### src/rtl/pwm_multi_button_pkg.sv
// pwm_multi_button_pkg: shared button indices, width-derived constants and saturating helpers
package pwm_multi_button_pkg;
  typedef enum logic [2:0] {
    BT_INC_DUTY,
    BT_DEC_DUTY,
    BT_INC_FREQ,
    BT_DEC_FREQ,
    BT_CH_SEL
  } bt_e;
  localparam int NUM_BT = 5;
  function automatic int cnt_max(input int w);
    return (1 << w) - 1;
  endfunction
  function automatic int sat_add(input int a, input int b, input int hi);
    return (a + b > hi) ? hi : a + b;
  endfunction
  function automatic int sat_sub(input int a, input int b, input int lo);
    return (a - b < lo) ? lo : a - b;
  endfunction
endpackage

### src/rtl/pwm_multi_button_debounce.sv
// pwm_multi_button_debounce: 2-flop sync, stability counter and one-cycle press pulse
module pwm_multi_button_debounce #(
  parameter int DB_CYC = 8
) (
  input  logic clk,
  input  logic rst,
  input  logic i_btn,
  output logic o_press
);
  localparam int DW = $clog2(DB_CYC);
  logic [1:0]    r_sync;
  logic          r_level;
  logic [DW-1:0] r_cnt;
  logic          w_accept;
  assign w_accept = (r_sync[1] != r_level) && (r_cnt == DW'(DB_CYC - 1));
  // bring the raw button into the clock domain
  always_ff @(posedge clk or negedge rst) begin
    if (!rst) r_sync <= '0;
    else      r_sync <= {r_sync[0], i_btn};
  end
  // accept a new level after DB_CYC equal samples; pulse once on an accepted rise
  always_ff @(posedge clk or negedge rst) begin
    if (!rst) begin
      r_cnt   <= '0;
      r_level <= 1'b0;
      o_press <= 1'b0;
    end else begin
      r_cnt   <= (r_sync[1] == r_level || w_accept) ? '0 : r_cnt + DW'(1);
      r_level <= w_accept ? r_sync[1] : r_level;
      o_press <= w_accept && r_sync[1];
    end
  end
endmodule

### src/rtl/pwm_multi_button.sv
// pwm_multi_button: N-channel PWM with button-driven, double-buffered duty and period
module pwm_multi_button
  import pwm_multi_button_pkg::*;
#(
  parameter int NUM_CH    = 4,
  parameter int CNT_W     = 8,
  parameter int DB_CYC    = 8,
  parameter int DUTY_STEP = 1,
  parameter int PER_STEP  = 1,
  parameter int PER_MIN   = 2,
  parameter int PER_RST   = 8,
  parameter int DUTY_RST  = 4
) (
  input  logic                      clk,
  input  logic                      rst,
  input  logic                      inc_duty_bt,
  input  logic                      dec_duty_bt,
  input  logic                      inc_freq_bt,
  input  logic                      dec_freq_bt,
  input  logic                      ch_sel_bt,
  input  logic [NUM_CH-1:0]         ch_en,
  output logic [NUM_CH-1:0]         pwm_out,
  output logic [$clog2(NUM_CH):0]   sel_ch,
  output logic [CNT_W-1:0]          sel_duty,
  output logic [CNT_W-1:0]          sel_period
);
  localparam int SEL_W = $clog2(NUM_CH) + 1;
  localparam int MAXV  = cnt_max(CNT_W);
  logic [NUM_BT-1:0] w_raw;
  logic [NUM_BT-1:0] w_press;
  logic [SEL_W-1:0]  r_sel;
  logic [CNT_W-1:0]  w_duty_act [NUM_CH];
  logic [CNT_W-1:0]  w_per_act  [NUM_CH];
  assign w_raw  = {ch_sel_bt, dec_freq_bt, inc_freq_bt, dec_duty_bt, inc_duty_bt};
  assign sel_ch = r_sel;
  for (genvar b = 0; b < NUM_BT; b++) begin : g_bt
    pwm_multi_button_debounce #(.DB_CYC(DB_CYC)) u_db (
      .clk    (clk),
      .rst    (rst),
      .i_btn  (w_raw[b]),
      .o_press(w_press[b])
    );
  end
  // channel select steps on each accepted press and wraps at NUM_CH
  always_ff @(posedge clk or negedge rst) begin
    if (!rst) r_sel <= '0;
    else if (w_press[BT_CH_SEL]) r_sel <= (r_sel == SEL_W'(NUM_CH - 1)) ? '0 : r_sel + SEL_W'(1);
  end
  // readback of the selected channel's active settings
  always_comb begin
    sel_duty   = '0;
    sel_period = '0;
    for (int i = 0; i < NUM_CH; i++) begin
      if (r_sel == SEL_W'(i)) begin
        sel_duty   = w_duty_act[i];
        sel_period = w_per_act[i];
      end
    end
  end
  for (genvar c = 0; c < NUM_CH; c++) begin : g_ch
    logic [CNT_W-1:0] r_duty_sh;
    logic [CNT_W-1:0] r_per_sh;
    logic [CNT_W-1:0] r_duty_act;
    logic [CNT_W-1:0] r_per_act;
    logic [CNT_W-1:0] r_cnt;
    logic             r_pwm;
    logic             w_hit;
    logic             w_last;
    logic             w_load;
    int               w_p;
    int               w_d0;
    int               w_d;
    assign w_hit  = (r_sel == SEL_W'(c));
    assign w_last = ({1'b0, r_cnt} + (CNT_W + 1)'(1)) >= {1'b0, r_per_act};
    assign w_load = ch_en[c] ? w_last : (r_cnt == '0);
    // new period first, then duty clamped to it and stepped inside [0, period]
    always_comb begin
      w_p  = (w_press[BT_INC_FREQ] && !w_press[BT_DEC_FREQ]) ? sat_sub(int'(r_per_sh), PER_STEP, PER_MIN) :
             (w_press[BT_DEC_FREQ] && !w_press[BT_INC_FREQ]) ? sat_add(int'(r_per_sh), PER_STEP, MAXV) :
             int'(r_per_sh);
      w_d0 = (int'(r_duty_sh) > w_p) ? w_p : int'(r_duty_sh);
      w_d  = (w_press[BT_INC_DUTY] && !w_press[BT_DEC_DUTY]) ? sat_add(w_d0, DUTY_STEP, w_p) :
             (w_press[BT_DEC_DUTY] && !w_press[BT_INC_DUTY]) ? sat_sub(w_d0, DUTY_STEP, 0) :
             w_d0;
    end
    // shadow settings follow button updates only while this channel is selected
    always_ff @(posedge clk or negedge rst) begin
      if (!rst) begin
        r_duty_sh <= CNT_W'(DUTY_RST);
        r_per_sh  <= CNT_W'(PER_RST);
      end else if (w_hit) begin
        r_duty_sh <= CNT_W'(w_d);
        r_per_sh  <= CNT_W'(w_p);
      end
    end
    // period counter, boundary transfer of shadow to active, and registered compare
    always_ff @(posedge clk or negedge rst) begin
      if (!rst) begin
        r_cnt      <= '0;
        r_duty_act <= CNT_W'(DUTY_RST);
        r_per_act  <= CNT_W'(PER_RST);
        r_pwm      <= 1'b0;
      end else begin
        r_cnt      <= (!ch_en[c] || w_last) ? '0 : r_cnt + CNT_W'(1);
        r_duty_act <= w_load ? r_duty_sh : r_duty_act;
        r_per_act  <= w_load ? r_per_sh : r_per_act;
        r_pwm      <= ch_en[c] && (r_cnt < r_duty_act);
      end
    end
    assign pwm_out[c]    = r_pwm;
    assign w_duty_act[c] = r_duty_act;
    assign w_per_act[c]  = r_per_act;
  end
endmodule

### config.mk
export PLATFORM = sky130hd
export DESIGN_NAME = pwm_multi_button
export DESIGN_NICKNAME = d
export VERILOG_FILES = /design/src/rtl/pwm_multi_button_pkg.sv /design/src/rtl/pwm_multi_button_debounce.sv /design/src/rtl/pwm_multi_button.sv
export SDC_FILE = /design/constraint.sdc
export NUM_CORES = 1
export LEC_CHECK = 0
export CORE_ASPECT_RATIO = 1.1
export CORE_MARGIN = 8
export CORE_UTILIZATION = 50
export DETAILED_ROUTE_END_ITERATION = 8
export DONT_BUFFER_PORTS = 1
export GPL_TIMING_DRIVEN = 0
export SLEW_MARGIN = 5
export SYNTH_ARGS = -nofsm -noshare
export SYNTH_HDL_FRONTEND = slang
export SYNTH_SLANG_ARGS = --single-unit
### constraint.sdc
create_clock -name clk -period 15.2 [get_ports clk]
set_input_delay 3.04 -clock clk [delete_from_list [all_inputs] [get_ports clk]]
set_output_delay 3.04 -clock clk [all_outputs]
set_load 0.05 [all_outputs]
Word level (Yosys, flattened, before mapping)
Cells that the tools add are included.

storage, ports and cells
  flip-flop bits (word level) = 202
  input bits = 11
  logic and storage cells = 219

cells by class
  $add $sub $neg = 30
  $lt $le $gt $ge = 28
  equal/unequal tests = 18
  multiplexer cells = 58
  reductions and logical operators = 40

operators by type and width
  cell                     count
  $mux W32                 12
  $mux W8                  28
  $add A32 B2 Y32 const B  4
  $gt A32 B32 Y1           4
  $gt A32 B9 Y1 const B    4
  $gt A9 B32 Y1            4
  $lt A32 B1 Y1 const B    4
  $lt A32 B3 Y1 const B    4
  $sub A32 B2 Y32 const B  4
  $add A8 B1 Y9 const B    8
  $mux W9                  8
  $ge A9 B8 Y1             4
  $sub A8 B1 Y9 const B    4
  $add A8 B1 Y8 const B    4
  $logic_not A8 Y1         4
  $lt A8 B8 Y1             4
  $add A3 B1 Y3 const B    6
  $logic_and A1 B1 Y1      18
  $mux W3                  6
  $eq A3 B3 Y1 const B     5
  $logic_or A1 B1 Y1       9
  $logic_not A1 Y1         8
  $eq A3 B2 Y1 const B     2
  $eq A1 B1 Y1             5
  4 further kinds          11

Longest topological paths before layout
Gate-level depths: netlist (run 1).

  depth in word-level cells = 12
  gate-level depth with buffers = 32

Hierarchy
From an unflattened synthesis (run 1), not the netlist that was laid out.

unflattened totals
  cells, all modules = 2201
  area, all modules = 18968.2 um^2

modules (own cells, without submodules)
  module                     instances  cells an instance  area each (um^2)  sequential area each (um^2)
  pwm_multi_button           1          2116               17742.0           4199.0
  pwm_multi_button_debounce  5          17                 245.2             175.2

Worst setup path after synthesis (run 1)
No wires, ideal clock.

  path type = register to register
  start = register g_ch[3].r_per_sh[1]
  end = register g_ch[3].r_duty_sh[7]
  library setup time = 0.126 ns
  arrival = 6.571 ns
  data required time = 15.074 ns
  slack = 8.503 ns
  cell stages (with the launch flop) = 31
  path buffers = 2
  path through = dfrtp_1 clkbuf_1 inv_1 ha_1 or4b_1 nor4_1 a31oi_1 a32oi_1 inv_1 ha_1 nor2b_1 o211ai_1 a211oi_1 or2_2 clkbuf_1 mux2i_4 inv_1 ha_1 nand4_1 o21ai_0 xnor2_1 ha_1 a21o_1 a21o_1 a21o_1 o2111ai_1 nand4_1 o221a_2 nor2_1 nor3_1 a311o_1

on the way
  cells in the longest elaborated chain, start to end = 12
  elaborated cells on any way between the ends = 18
  those cells by class = add/sub (4); order compare (5); mux (9)

RTL lines
  item                    line                        RTL
  from (decl)             pwm_multi_button.sv:62      logic [CNT_W-1:0] r_per_sh;
  from (signal assigned)  pwm_multi_button.sv:90      r_per_sh <= CNT_W'(PER_RST);
  from (signal assigned)  pwm_multi_button.sv:93      r_per_sh <= CNT_W'(w_p);
  $add A8 B1 Y9           pwm_multi_button_pkg.sv:15  return (a + b > hi) ? hi : a + b;
  $gt A32 B9 Y1           pwm_multi_button_pkg.sv:15
  $mux W9                 pwm_multi_button_pkg.sv:15
  $mux W9                 pwm_multi_button.sv:79      (w_press[BT_DEC_FREQ] && !w_press[BT_INC_FREQ]) ? sat_add(int'(r_per_sh), PER_STEP, MAXV) :
  $mux W32 (*)            pwm_multi_button.sv:78      w_p = (w_press[BT_INC_FREQ] && !w_press[BT_DEC_FREQ]) ? sat_sub(int'(r_per_sh), PER_STEP, PER_MIN) :
  $gt A9 B32 Y1           pwm_multi_button.sv:81      w_d0 = (int'(r_duty_sh) > w_p) ? w_p : int'(r_duty_sh);
  $mux W32                pwm_multi_button.sv:81
  $sub A32 B2 Y32         pwm_multi_button_pkg.sv:18  return (a - b < lo) ? lo : a - b;
  $lt A32 B1 Y1           pwm_multi_button_pkg.sv:18
  $mux W8                 pwm_multi_button_pkg.sv:18
  $mux W8                 pwm_multi_button.sv:83      (w_press[BT_DEC_DUTY] && !w_press[BT_INC_DUTY]) ? sat_sub(w_d0, DUTY_STEP, 0) :
  $mux W8 (*)             pwm_multi_button.sv:82      w_d = (w_press[BT_INC_DUTY] && !w_press[BT_DEC_DUTY]) ? sat_add(w_d0, DUTY_STEP, w_p) :
  to (signal assigned)    pwm_multi_button.sv:89      r_duty_sh <= CNT_W'(DUTY_RST);
  to (signal assigned)    pwm_multi_button.sv:92      r_duty_sh <= CNT_W'(w_d);
  to (decl)               pwm_multi_button.sv:61      logic [CNT_W-1:0] r_duty_sh;

Mark *: on every way between the ends. The rest lies on a longest branch, timed or not.
A chain may end at the register's enable or synchronous reset.

Final worst setup path (run 1)
  start = register g_ch[3].r_per_sh[1]
  end = register g_ch[3].r_duty_sh[1]

The elaborated chain is that of the path after synthesis.

==> impl_metrics.py, run 1 <==
metrics = {
    "timing": {
        "tightestPinTransition_ns": 1.160,
        "fin_tns_setup_ns": 0,
        "clock.fmax_mhz": 122.4,
        "finalSetupViolCount": 0,
        "slew_headroom_pct": 22.13,
        "period_minus_slack_ns": 8.168,
        "fin_skew_ns": 0.02137,
        "worst_slack_ns": 7.032,
        "finalMaxSlewViolations": 0,
        "hold_viol_final": 0,
        "fin_crit_sh_pct": 53.74,
        "rsz0062_at_grt": "no",
    },
    "placed_design": {
        "place_inst": 2958,
        "globalplace.congestion": 0.9325,
        "placed_cell_area_um2": 20420,
        "dp_slack_ns": 7.118,
        "io_buffers": 0,
        "dp_hpwl_mm": 43.80,
    },
    "synth": {
        "ys_top_cells_by_area": "dfrtp_1 (24%), ha_1 (18%), o211ai_1 (5.1%)",
        "async_flop_share_pct": 100.0,
        "ys_seq_area_share_pct": 26.50,
        "synth_top_area_share_pct": 24.30,
        "ys_ff_latch": 202,
        "ys_warn_count": 0,
        "synth_area_per_cell_um2": 8.371,
        "netlist_area_um2": 19150,
        "synth_edf_count": 0,
        "synth-main-ff-cell": "dfrtp_1",
        "netlist_instances": 2288,
        "yosysUniqueCellTypes": 94,
        "yosysTopAreaCell": "dfrtp_1",
    },
    "worst_setup_path": {
        "cp_slowest_cell": "a211oi_1",
        "critPathArrivalTime_ns": 8.64,
        "rrSetupSlack_ns": 7.03,
        "path_max_fanout": 9,
        "cp_data_required_time_ns": 15.68,
        "crit_type": "register to register",
        "r2r-end": "g_ch[3].r_duty_sh[1]",
        "critPathMostFrequentCell": "ha_1",
        "start_kind": "register",
        "worst_setup_path_end_kind": "register",
        "r2r_cells": 30,
        "cpPeakStageDelay_ns": 0.56,
        "r2r_start": "g_ch[3].r_per_sh[1]",
    },
    "pwr": {
        "peakVddDrop_v": 0.0001087,
        "total_power_w": 0.002888,
        "p_comb_share_pct": 50.7,
        "switching_share_pct": 44.56,
        "pwr-share-seq_pct": 26.3,
        "p_per_area_nw_per_um2": 135.4,
        "p_leak_nw": 9.999,
        "switchingPower_w": 0.001287,
        "p_clk_share_pct": 23.1,
        "p_int_w": 0.001601,
    },
    "global_routing": {
        "antenna_found_initial": 1,
        "grt_start_max_net_pins": 203,
        "grt_first_pass_wirelength_mm": 91.90,
        "overflow": 0,
        "grt_pass1_vias": 16957,
        "grt_use_total_pct": 24.74,
    },
    "clocking": {
        "cts_root_buffer": "clkbuf_16",
        "htree_levels": 1,
        "clk_pin_slew_worst_paths_ns": 0.06,
        "cts_setup_buffers": 0,
        "clock_sinks": 202,
        "cts-buffers-inserted": 26,
        "cts.repair.resized": 0,
        "cts_tree": "done",
        "clock_path_buffers": 3,
        "hold_buffers": 0,
        "clock_latency_ns": 0.56,
    },
    "route": {
        "wl_per_cell_um": 18.74,
        "avgViaCountPerCell": 5.913,
        "drt_first_iter_violations": 1334,
        "dr.pass1.iters": 5,
        "ant_nets": 0,
        "drcViolationCount": 0,
        "via_count": 17775,
        "wl_mm": 56.34,
    },
    "floorplan": {
        "die-area_um2": 44830,
        "die_h_um": 221.3,
        "fp.dieW_um": 202.6,
        "fp.coreArea_um2": 38010,
        "core.rowCount": 75,
        "ios": 34,
        "initial_core_util_pct": 50.40,
    },
    "finish": {
        "layout-drive-gt1-share_pct": 5.547,
        "area_growth_pct": 11.40,
        "seqCellArea_um2": 5075,
        "stdcell_count": 3006,
        "stdcell_area_um2": 21340,
        "final_cell_mix": "ha_1 (278), nand2_1 (237), dfrtp_1 (186)",
        "nets": 2775,
        "final_common_cell": "ha_1",
        "antenna_cells": 0,
        "multi_input_comb_area_um2": 13620,
        "fill_cells": 3558,
    },
    "run": {
        "drv_cap": 0,
    },
    "hold_path": {
        "hold_path_depth": 0,
        "worstHoldEndpoint": "g_bt[3].u_db.r_sync[1]",
        "min_path_type": "register to register",
        "holdCritStartpoint": "g_bt[3].u_db.r_sync[0]",
    },
    "outcome": {
        "status": "completed",
    },
}
==> synthesized netlist by cell type, drive strengths merged (40+ instances only) <==
cell type  count
o21ai        130
o211ai       130
and2          44
a21o          53
nand4         58
nor3          63
nand3         72
ha           278
inv          170
nand2        237
clkbuf        83
a21oi         97
xnor2         40
dfrtp        186
nor2         113
==> per-layer routing <==
metal / track usage (%) / share of wire, % / vias to the layer above
met5: 0 / 0 / -
met4: 9.527 / 3.6 / 0
met3: 3.171 / 6.1 / 104
met2: 38.37 / 44 / 554
met1: 34.61 / 46 / 8372
li1: - / - / 8745
==> worst max-delay path: cells and delay by family, from the launching register on <==
family | cells | cell delay (ns)
AOI/OAI and AO/OA | 12 | 3.26
and+or+nand+nor | 7 | 1.47
buffers and inverters | 5 | 1.19
adders and majority gates | 4 | 1.17
muxes | 1 | 0.45
DFF | 1 | 0.34
xor gates and xnor gates | 1 | 0.18
==> sequential cells by signal, summed over array words and instances (netlist names) <==
register and flops:
g_ch.r_duty_act 32, g_ch.r_cnt 32, sel_ch 3, g_bt.u_db.r_sync 10, g_bt.u_db.r_cnt 15, g_ch.r_duty_sh 32, g_ch.r_pwm 4, g_bt.u_db.r_level 5
g_ch.r_per_act 32, g_ch.r_per_sh 32, g_bt.u_db.o_press 5
==> stage by stage <==
stage | util, % | hold slack, ns
after floorplan | - | 0.3312
after detailed placement | 53.72 | 0.3379
after global placement | 53.72 | 0.3324
final | 56.14 | 0.3468
after global routing | 56.14 | 0.3552
after CTS | 56.14 | 0.3497
==> logic make-up after synthesis <==
| kind of cell | count (synthesis) | share of synthesized area [%] |
|---|---|---|
| multiplexers | 54 | 3.109 |
| adder cells (fa/ha/maj) | 279 | 18.21 |
| buffers and inverters | 281 | 5.736 |
| flip-flops | 202 | 26.50 |
| other | 2 | 0.03921 |
| XOR/XNOR | 61 | 2.789 |
| AND/OR/NAND/NOR | 766 | 20.30 |
| AO/OA/AOI/OAI | 643 | 23.31 |
==> how the worst max path moves through the flow <==
stage	startpoint	to	slack, ns	depth (start not counted)
CTS	g_ch[3].r_per_sh[1]	g_ch[3].r_duty_sh[1]	7.08	30
detailed placement	g_ch[3].r_per_sh[1]	g_ch[3].r_duty_sh[1]	7.12	30
global placement	g_ch[3].r_per_sh[1]	g_ch[3].r_duty_sh[1]	7.21	30
global route	g_ch[3].r_per_sh[1]	g_ch[3].r_duty_sh[1]	6.49	30
floorplan	g_ch[3].r_per_sh[1]	g_ch[3].r_duty_sh[7]	8.50	30
finish	g_ch[3].r_per_sh[1]	g_ch[3].r_duty_sh[1]	7.03	30
==> layout make-up <==
| type | instances | share of cell area [%] |
|---|---|---|
| plain buffers | 107 | 2.088 |
| clock buffers | 39 | 3.612 |
| clock inverters | 9 | 0.6978 |
| inverters | 174 | 3.061 |
| multi-input cells | 1975 | 63.82 |
| flip-flops and latches | 202 | 23.78 |
| well taps | 500 | 2.932 |
==> power by group through the flow <==
stage,logic (W),registers (W),clock network (W)
CTS,0.00143,0.000755,0.000681
finish,0.00146,0.000758,0.000667
global placement,0.00140,0.000761,0
global route,0.00162,0.000768,0.000704
detailed placement,0.00142,0.000764,0
floorplan,0.00112,0.000709,0
No activity file was read; power rests on OpenSTA's default activity.
==> run 2: changes to the inputs <==
- PLACE_DENSITY: not set -> 0.68
- clock period: 15.2 -> 6.55 ns (I/O delays scaled with it)
==> impl_metrics.py, run 2 (same netlist as run 1, synthesis figures left out) <==
metrics = {
    "global_routing": {
        "grt_first_pass_wirelength_mm": 91.77,
        "grt_start_max_net_pins": 203,
        "grt_use_total_pct": 24.53,
        "overflow": 0,
        "antenna_found_initial": 0,
        "grt_pass1_vias": 17435,
    },
    "timing": {
        "fin_crit_sh_pct": 97.87,
        "fin_skew_ns": 0.01167,
        "finalMaxSlewViolations": 0,
        "rsz0062_at_grt": "yes",
        "slew_headroom_pct": 20.80,
        "fin_tns_setup_ns": 0,
        "period_minus_slack_ns": 6.410,
        "finalSetupViolCount": 0,
        "hold_viol_final": 0,
        "clock.fmax_mhz": 156.0,
        "tightestPinTransition_ns": 1.180,
    },
    "route": {
        "wl_mm": 57.22,
        "avgViaCountPerCell": 6.041,
        "dr_wl_met2_mm": 25.61,
        "wl_met3_mm": 3.654,
        "wl_per_cell_um": 18.84,
        "wl_met1_mm": 25.86,
        "dr.pass1.iters": 8,
        "ant_nets": 0,
        "highest_layer": "met4",
        "drt_first_iter_violations": 1297,
        "drcViolationCount": 0,
        "via_count": 18345,
    },
    "finish": {
        "seqCellArea_um2": 5081,
        "layout-drive-gt1-share_pct": 11.47,
        "area_growth_pct": 16.10,
        "final_common_cell": "ha_1",
        "fill_cells": 3505,
        "multi_input_comb_area_um2": 14210,
        "fin_util_pct": 58.51,
        "antenna_cells": 0,
        "final_cell_mix": "ha_1 (270), nand2_1 (233), dfrtp_1 (181)",
        "nets": 2807,
    },
    "clocking": {
        "clock_sinks": 202,
        "cts_root_buffer": "clkbuf_16",
        "htree_levels": 1,
        "clock_path_buffers": 3,
        "clk_pin_slew_worst_paths_ns": 0.06,
        "clock_latency_ns": 0.55,
        "hold_buffers": 0,
        "cts-buffers-inserted": 25,
        "cts_tree": "done",
    },
    "placed_design": {
        "dp_hpwl_mm": 43.70,
        "globalplace.congestion": 0.9596,
        "io_buffers": 0,
    },
    "worst_setup_path": {
        "rrSetupSlack_ns": 0.14,
        "start_kind": "register",
        "r2r-end": "g_ch[1].r_duty_sh[3]",
        "path_max_fanout": 10,
        "cp_slowest_cell": "or3b_2",
        "cp_data_required_time_ns": 6.94,
        "crit_family": "simple AND/OR/NAND/NOR gates",
        "cpPeakStageDelay_ns": 0.47,
        "crit_type": "register to register",
        "critPathArrivalTime_ns": 6.80,
        "r2r_start": "g_ch[1].r_per_sh[1]",
        "critPathMostFrequentCell": "buf_6",
        "worst_setup_path_end_kind": "register",
        "r2r_cells": 29,
        "cp_num_buf_inv": 7,
    },
    "hold_path": {
        "hold_path_depth": 0,
        "min_path_type": "register to register",
        "holdCritStartpoint": "g_bt[2].u_db.r_sync[0]",
        "worstHoldEndpoint": "g_bt[2].u_db.r_sync[1]",
    },
    "floorplan": {
        "die_h_um": 221.3,
        "core.rowCount": 75,
        "fp.coreArea_um2": 38010,
        "initial_core_util_pct": 50.40,
        "die-area_um2": 44830,
        "fp.dieW_um": 202.6,
        "ios": 34,
    },
    "run": {
        "drv_cap": 0,
    },
    "outcome": {
        "status": "completed",
    },
    "pwr": {
        "p_per_area_nw_per_um2": 311.0,
        "p_leak_nw": 10.28,
        "total_power_w": 0.006915,
        "peakVddDrop_v": 0.0002313,
    },
}
-- run 2: final cells by class --
| type | count | share of cell area [%] |
|---|---|---|
| flip-flops and latches | 202 | 22.85 |
| multi-input cells | 1975 | 63.92 |
| clock buffers | 29 | 2.926 |
| inverters | 174 | 2.948 |
| repair buffers | 39 | 1.334 |
| plain buffers | 101 | 2.161 |
| well taps | 500 | 2.813 |
| clock inverters | 17 | 1.052 |
-- run 2: routing by layer --
metal,vias to the layer above,track usage [%]
li1,8796,-
met1,8797,34.30
met2,634,38.62
met3,118,2.499
met4,0,9.199
met5,-,0
-- run 2: timing repair --
item	in CTS	in global routing
buffers inserted	15	24
setup endpoints to repair	31	32
pin swaps	11	32
gates resized for setup	85	96
-- run 2: worst max path at each step --
| stage | from | end | slack (ns) | depth (start not counted) |
|---|---|---|---|---|
| 2_1_floorplan | g_ch[3].r_per_sh[1] | g_ch[3].r_duty_sh[7] | 0.15 | 30 |
| 3_3_place_gp | g_ch[1].r_per_sh[0] | g_ch[1].r_duty_sh[6] | -1.17 | 27 |
| 3_5_place_dp | g_ch[3].r_per_sh[1] | g_ch[3].r_duty_sh[1] | -1.12 | 30 |
| 4_1_cts | g_ch[1].r_per_sh[0] | g_ch[1].r_duty_sh[6] | 0.002 | 27 |
| 5_1_grt | g_ch[1].r_per_sh[4] | g_ch[1].r_duty_sh[6] | -0.14 | 26 |
| 6_report | g_ch[1].r_per_sh[1] | g_ch[1].r_duty_sh[3] | 0.14 | 29 |
-- run 2: stage by stage --
step | area (µm²) | std cells | hold WS, ns | setup slack, ns
2_1_floorplan | 19800 | 2458 | 0.3312 | 0.1461
3_3_place_gp | 20420 | 2958 | 0.3349 | -1.171
6_report | 22240 | 3037 | 0.3464 | 0.1396
4_1_cts | 21720 | 3015 | 0.3499 | 0.002089
3_5_place_dp | 20420 | 2958 | 0.3364 | -1.123
5_1_grt | 22240 | 3037 | 0.3613 | -0.1362
-- run 2: where the power goes --
group / internal, W / leakage [nW] / switching [W] / total, W
sequential: 0.00148 / 2.55 / 0.000297 / 0.00177
combinational: 0.00143 / 7.31 / 0.00221 / 0.00364
clock: 0.000913 / 0.430 / 0.000592 / 0.00151
total: 0.00382 / 10.3 / 0.00310 / 0.00692
==> run 3: changes to the inputs <==
- PLACE_DENSITY: 0.68 -> not set
- clock period: 6.55 -> 6.1 ns (I/O delays scaled with it)
==> impl_metrics.py, run 3 (same netlist as run 1, synthesis figures left out) <==
metrics = {
    "route": {
        "via_count": 18426,
        "drt_first_iter_violations": 1210,
        "wl_per_cell_um": 19.17,
        "avgViaCountPerCell": 5.942,
        "ant_nets": 0,
        "drcViolationCount": 0,
        "wl_mm": 59.45,
        "dr.pass1.iters": 5,
    },
    "worst_setup_path": {
        "worst_setup_path_end_kind": "register",
        "crit_type": "register to register",
        "start_kind": "register",
        "rrSetupSlack_ns": 0.006,
        "critPathLaunch": "g_ch[2].r_per_sh[0]",
        "critPathArrivalTime_ns": 6.51,
        "cp_data_required_time_ns": 6.52,
        "r2r-end": "g_ch[2].r_duty_sh[6]",
        "r2r_cells": 25,
        "r2r_start": "g_ch[2].r_per_sh[0]",
        "path_max_fanout": 6,
    },
    "finish": {
        "antenna_cells": 0,
        "layout-drive-gt1-share_pct": 17.07,
        "fin_util_pct": 61.99,
        "nets": 2870,
        "final_cell_mix": "ha_1 (262), nand2_1 (231), dfrtp_1 (178)",
        "area_growth_pct": 22.99,
        "final_common_cell": "ha_1",
    },
    "global_routing": {
        "antenna_found_initial": 0,
        "grt_first_pass_wirelength_mm": 94.79,
        "grt_busiest_layer": "met2",
        "grt_pass1_vias": 17525,
        "overflow": 0,
        "use_met3_pct": 2.221,
        "grt_start_max_net_pins": 203,
        "grtUsageMet2_pct": 40.13,
        "use_met1_pct": 36.03,
        "grt_use_total_pct": 25.48,
    },
    "floorplan": {
        "die-area_um2": 44830,
        "die_h_um": 221.3,
        "core.rowCount": 75,
        "fp.dieW_um": 202.6,
        "ios": 34,
        "initial_core_util_pct": 50.40,
        "fp.coreArea_um2": 38010,
    },
    "pwr": {
        "total_power_w": 0.008026,
        "peakVddDrop_v": 0.0002533,
        "p_leak_nw": 10.74,
        "p_per_area_nw_per_um2": 340.7,
    },
    "placed_design": {
        "io_buffers": 0,
        "dp_hpwl_mm": 44.23,
        "globalplace.congestion": 0.9158,
    },
    "clocking": {
        "cts-buffers-inserted": 27,
        "clock_sinks": 202,
        "clk_pin_slew_worst_paths_ns": 0.05,
        "cts_root_buffer": "clkbuf_16",
        "htree_levels": 1,
        "clock_path_buffers": 3,
        "cts_tree": "done",
        "clock_latency_ns": 0.56,
    },
    "timing": {
        "tightestPinTransition_ns": 1.137,
        "clock.fmax_mhz": 164.1,
        "finalSetupViolCount": 0,
        "hold_viol_final": 0,
        "finalMaxSlewViolations": 0,
        "period_minus_slack_ns": 6.094,
        "slew_headroom_pct": 23.69,
        "timing.hold.ws_ns": 0.3445,
        "fin_crit_sh_pct": 99.90,
        "rsz0062_at_grt": "yes",
        "fin_tns_setup_ns": 0,
        "fin_skew_ns": 0.01041,
    },
    "run": {
        "drv_cap": 0,
    },
    "hold_path": {
        "hold_path_depth": 0,
        "holdCritStartpoint": "g_bt[2].u_db.r_sync[0]",
        "worstHoldEndpoint": "g_bt[2].u_db.r_sync[1]",
        "min_path_type": "register to register",
    },
    "outcome": {
        "status": "completed",
    },
}
==> run 3: changes by cell type in the layout (fill, tap and decap cells not counted), moves of 8 or more <==
cell      before  now
buf_4         49  105
ha_1         270  262
ha_4           2   14
inv_1        161  153
o21ai_0       99   89
a21oi_1       89   80
clkbuf_8       1    9
==> run 3: timing repair <==
action | CTS | global route
cloned | 0 | 1
endpoints found under the setup margin | 32 | 32
hold buffers | 0 | 0
resized for setup | 158 | 171
buffers inserted | 48 | 55
hold endpoints to repair | 0 | 0
pin swaps | 42 | 82
==> run 3: metrics by stage <==
stage	setup slack (ns)	area (µm²)	instances
floorplan	0.01199	19860	2458
detailed placement	-1.349	20490	2958
global route	-0.2633	23560	3101
CTS	0.005449	22400	3047
global placement	-1.321	20490	2958
finish	0.006333	23560	3101
==> run 3: layout make-up <==
class	instances	area [µm²]
clock inverter	7	68.82
sequential	202	5085
clock buffer	42	802.0
fill	3451	14450
multi-input combinational	1975	14940
inverter	174	665.6
buffer	97	519.2
tap	500	625.6
timing repair buffer	104	850.8
==> run 3: critical path, stage by stage, from the launching register on <==
cell,delay (ns)
dfrtp_2,0.43
buf_8,0.13
or4_4,0.55
o32ai_4,0.24
mux2i_1,0.13
a21oi_2,0.22
inv_2,0.08
ha_4,0.27
nand4_1,0.16
buf_4,0.21
a211oi_4,0.27
or2_4,0.26
mux2i_4,0.09
or3_4,0.40
or4_4,0.54
and2_4,0.18
ha_4,0.23
a2111oi_4,0.27
nand2_1,0.10
o21ai_2,0.14
a21oi_2,0.08
or3_4,0.43
buf_12,0.15
nand2_8,0.08
and3_4,0.21
o311ai_4,0.10
==> run 3: worst max path at each step <==
stage                           end  slack, ns  depth (start not counted)
6_report       g_ch[2].r_duty_sh[6]      0.006                         25
2_1_floorplan  g_ch[2].r_duty_sh[0]       0.01                         27
3_5_place_dp   g_ch[2].r_duty_sh[0]      -1.35                         25
3_3_place_gp   g_ch[2].r_duty_sh[0]      -1.32                         25
5_1_grt        g_ch[2].r_duty_sh[0]      -0.26                         24
4_1_cts        g_ch[1].r_duty_sh[6]      0.005                         28
==> run 3: power breakdown <==
part	switching, W	total (W)	internal, W
clock network	0.000641	0.00158	0.000939
logic	0.00264	0.00455	0.00191
registers	0.000314	0.00190	0.00159
==> run 3: layer usage <==
metal / routed length (µm) / vias up
met5: 0 / -
met4: 2169 / 0
met3: 2751 / 119
met2: 26810 / 524
met1: 27720 / 8833
li1: - / 8950
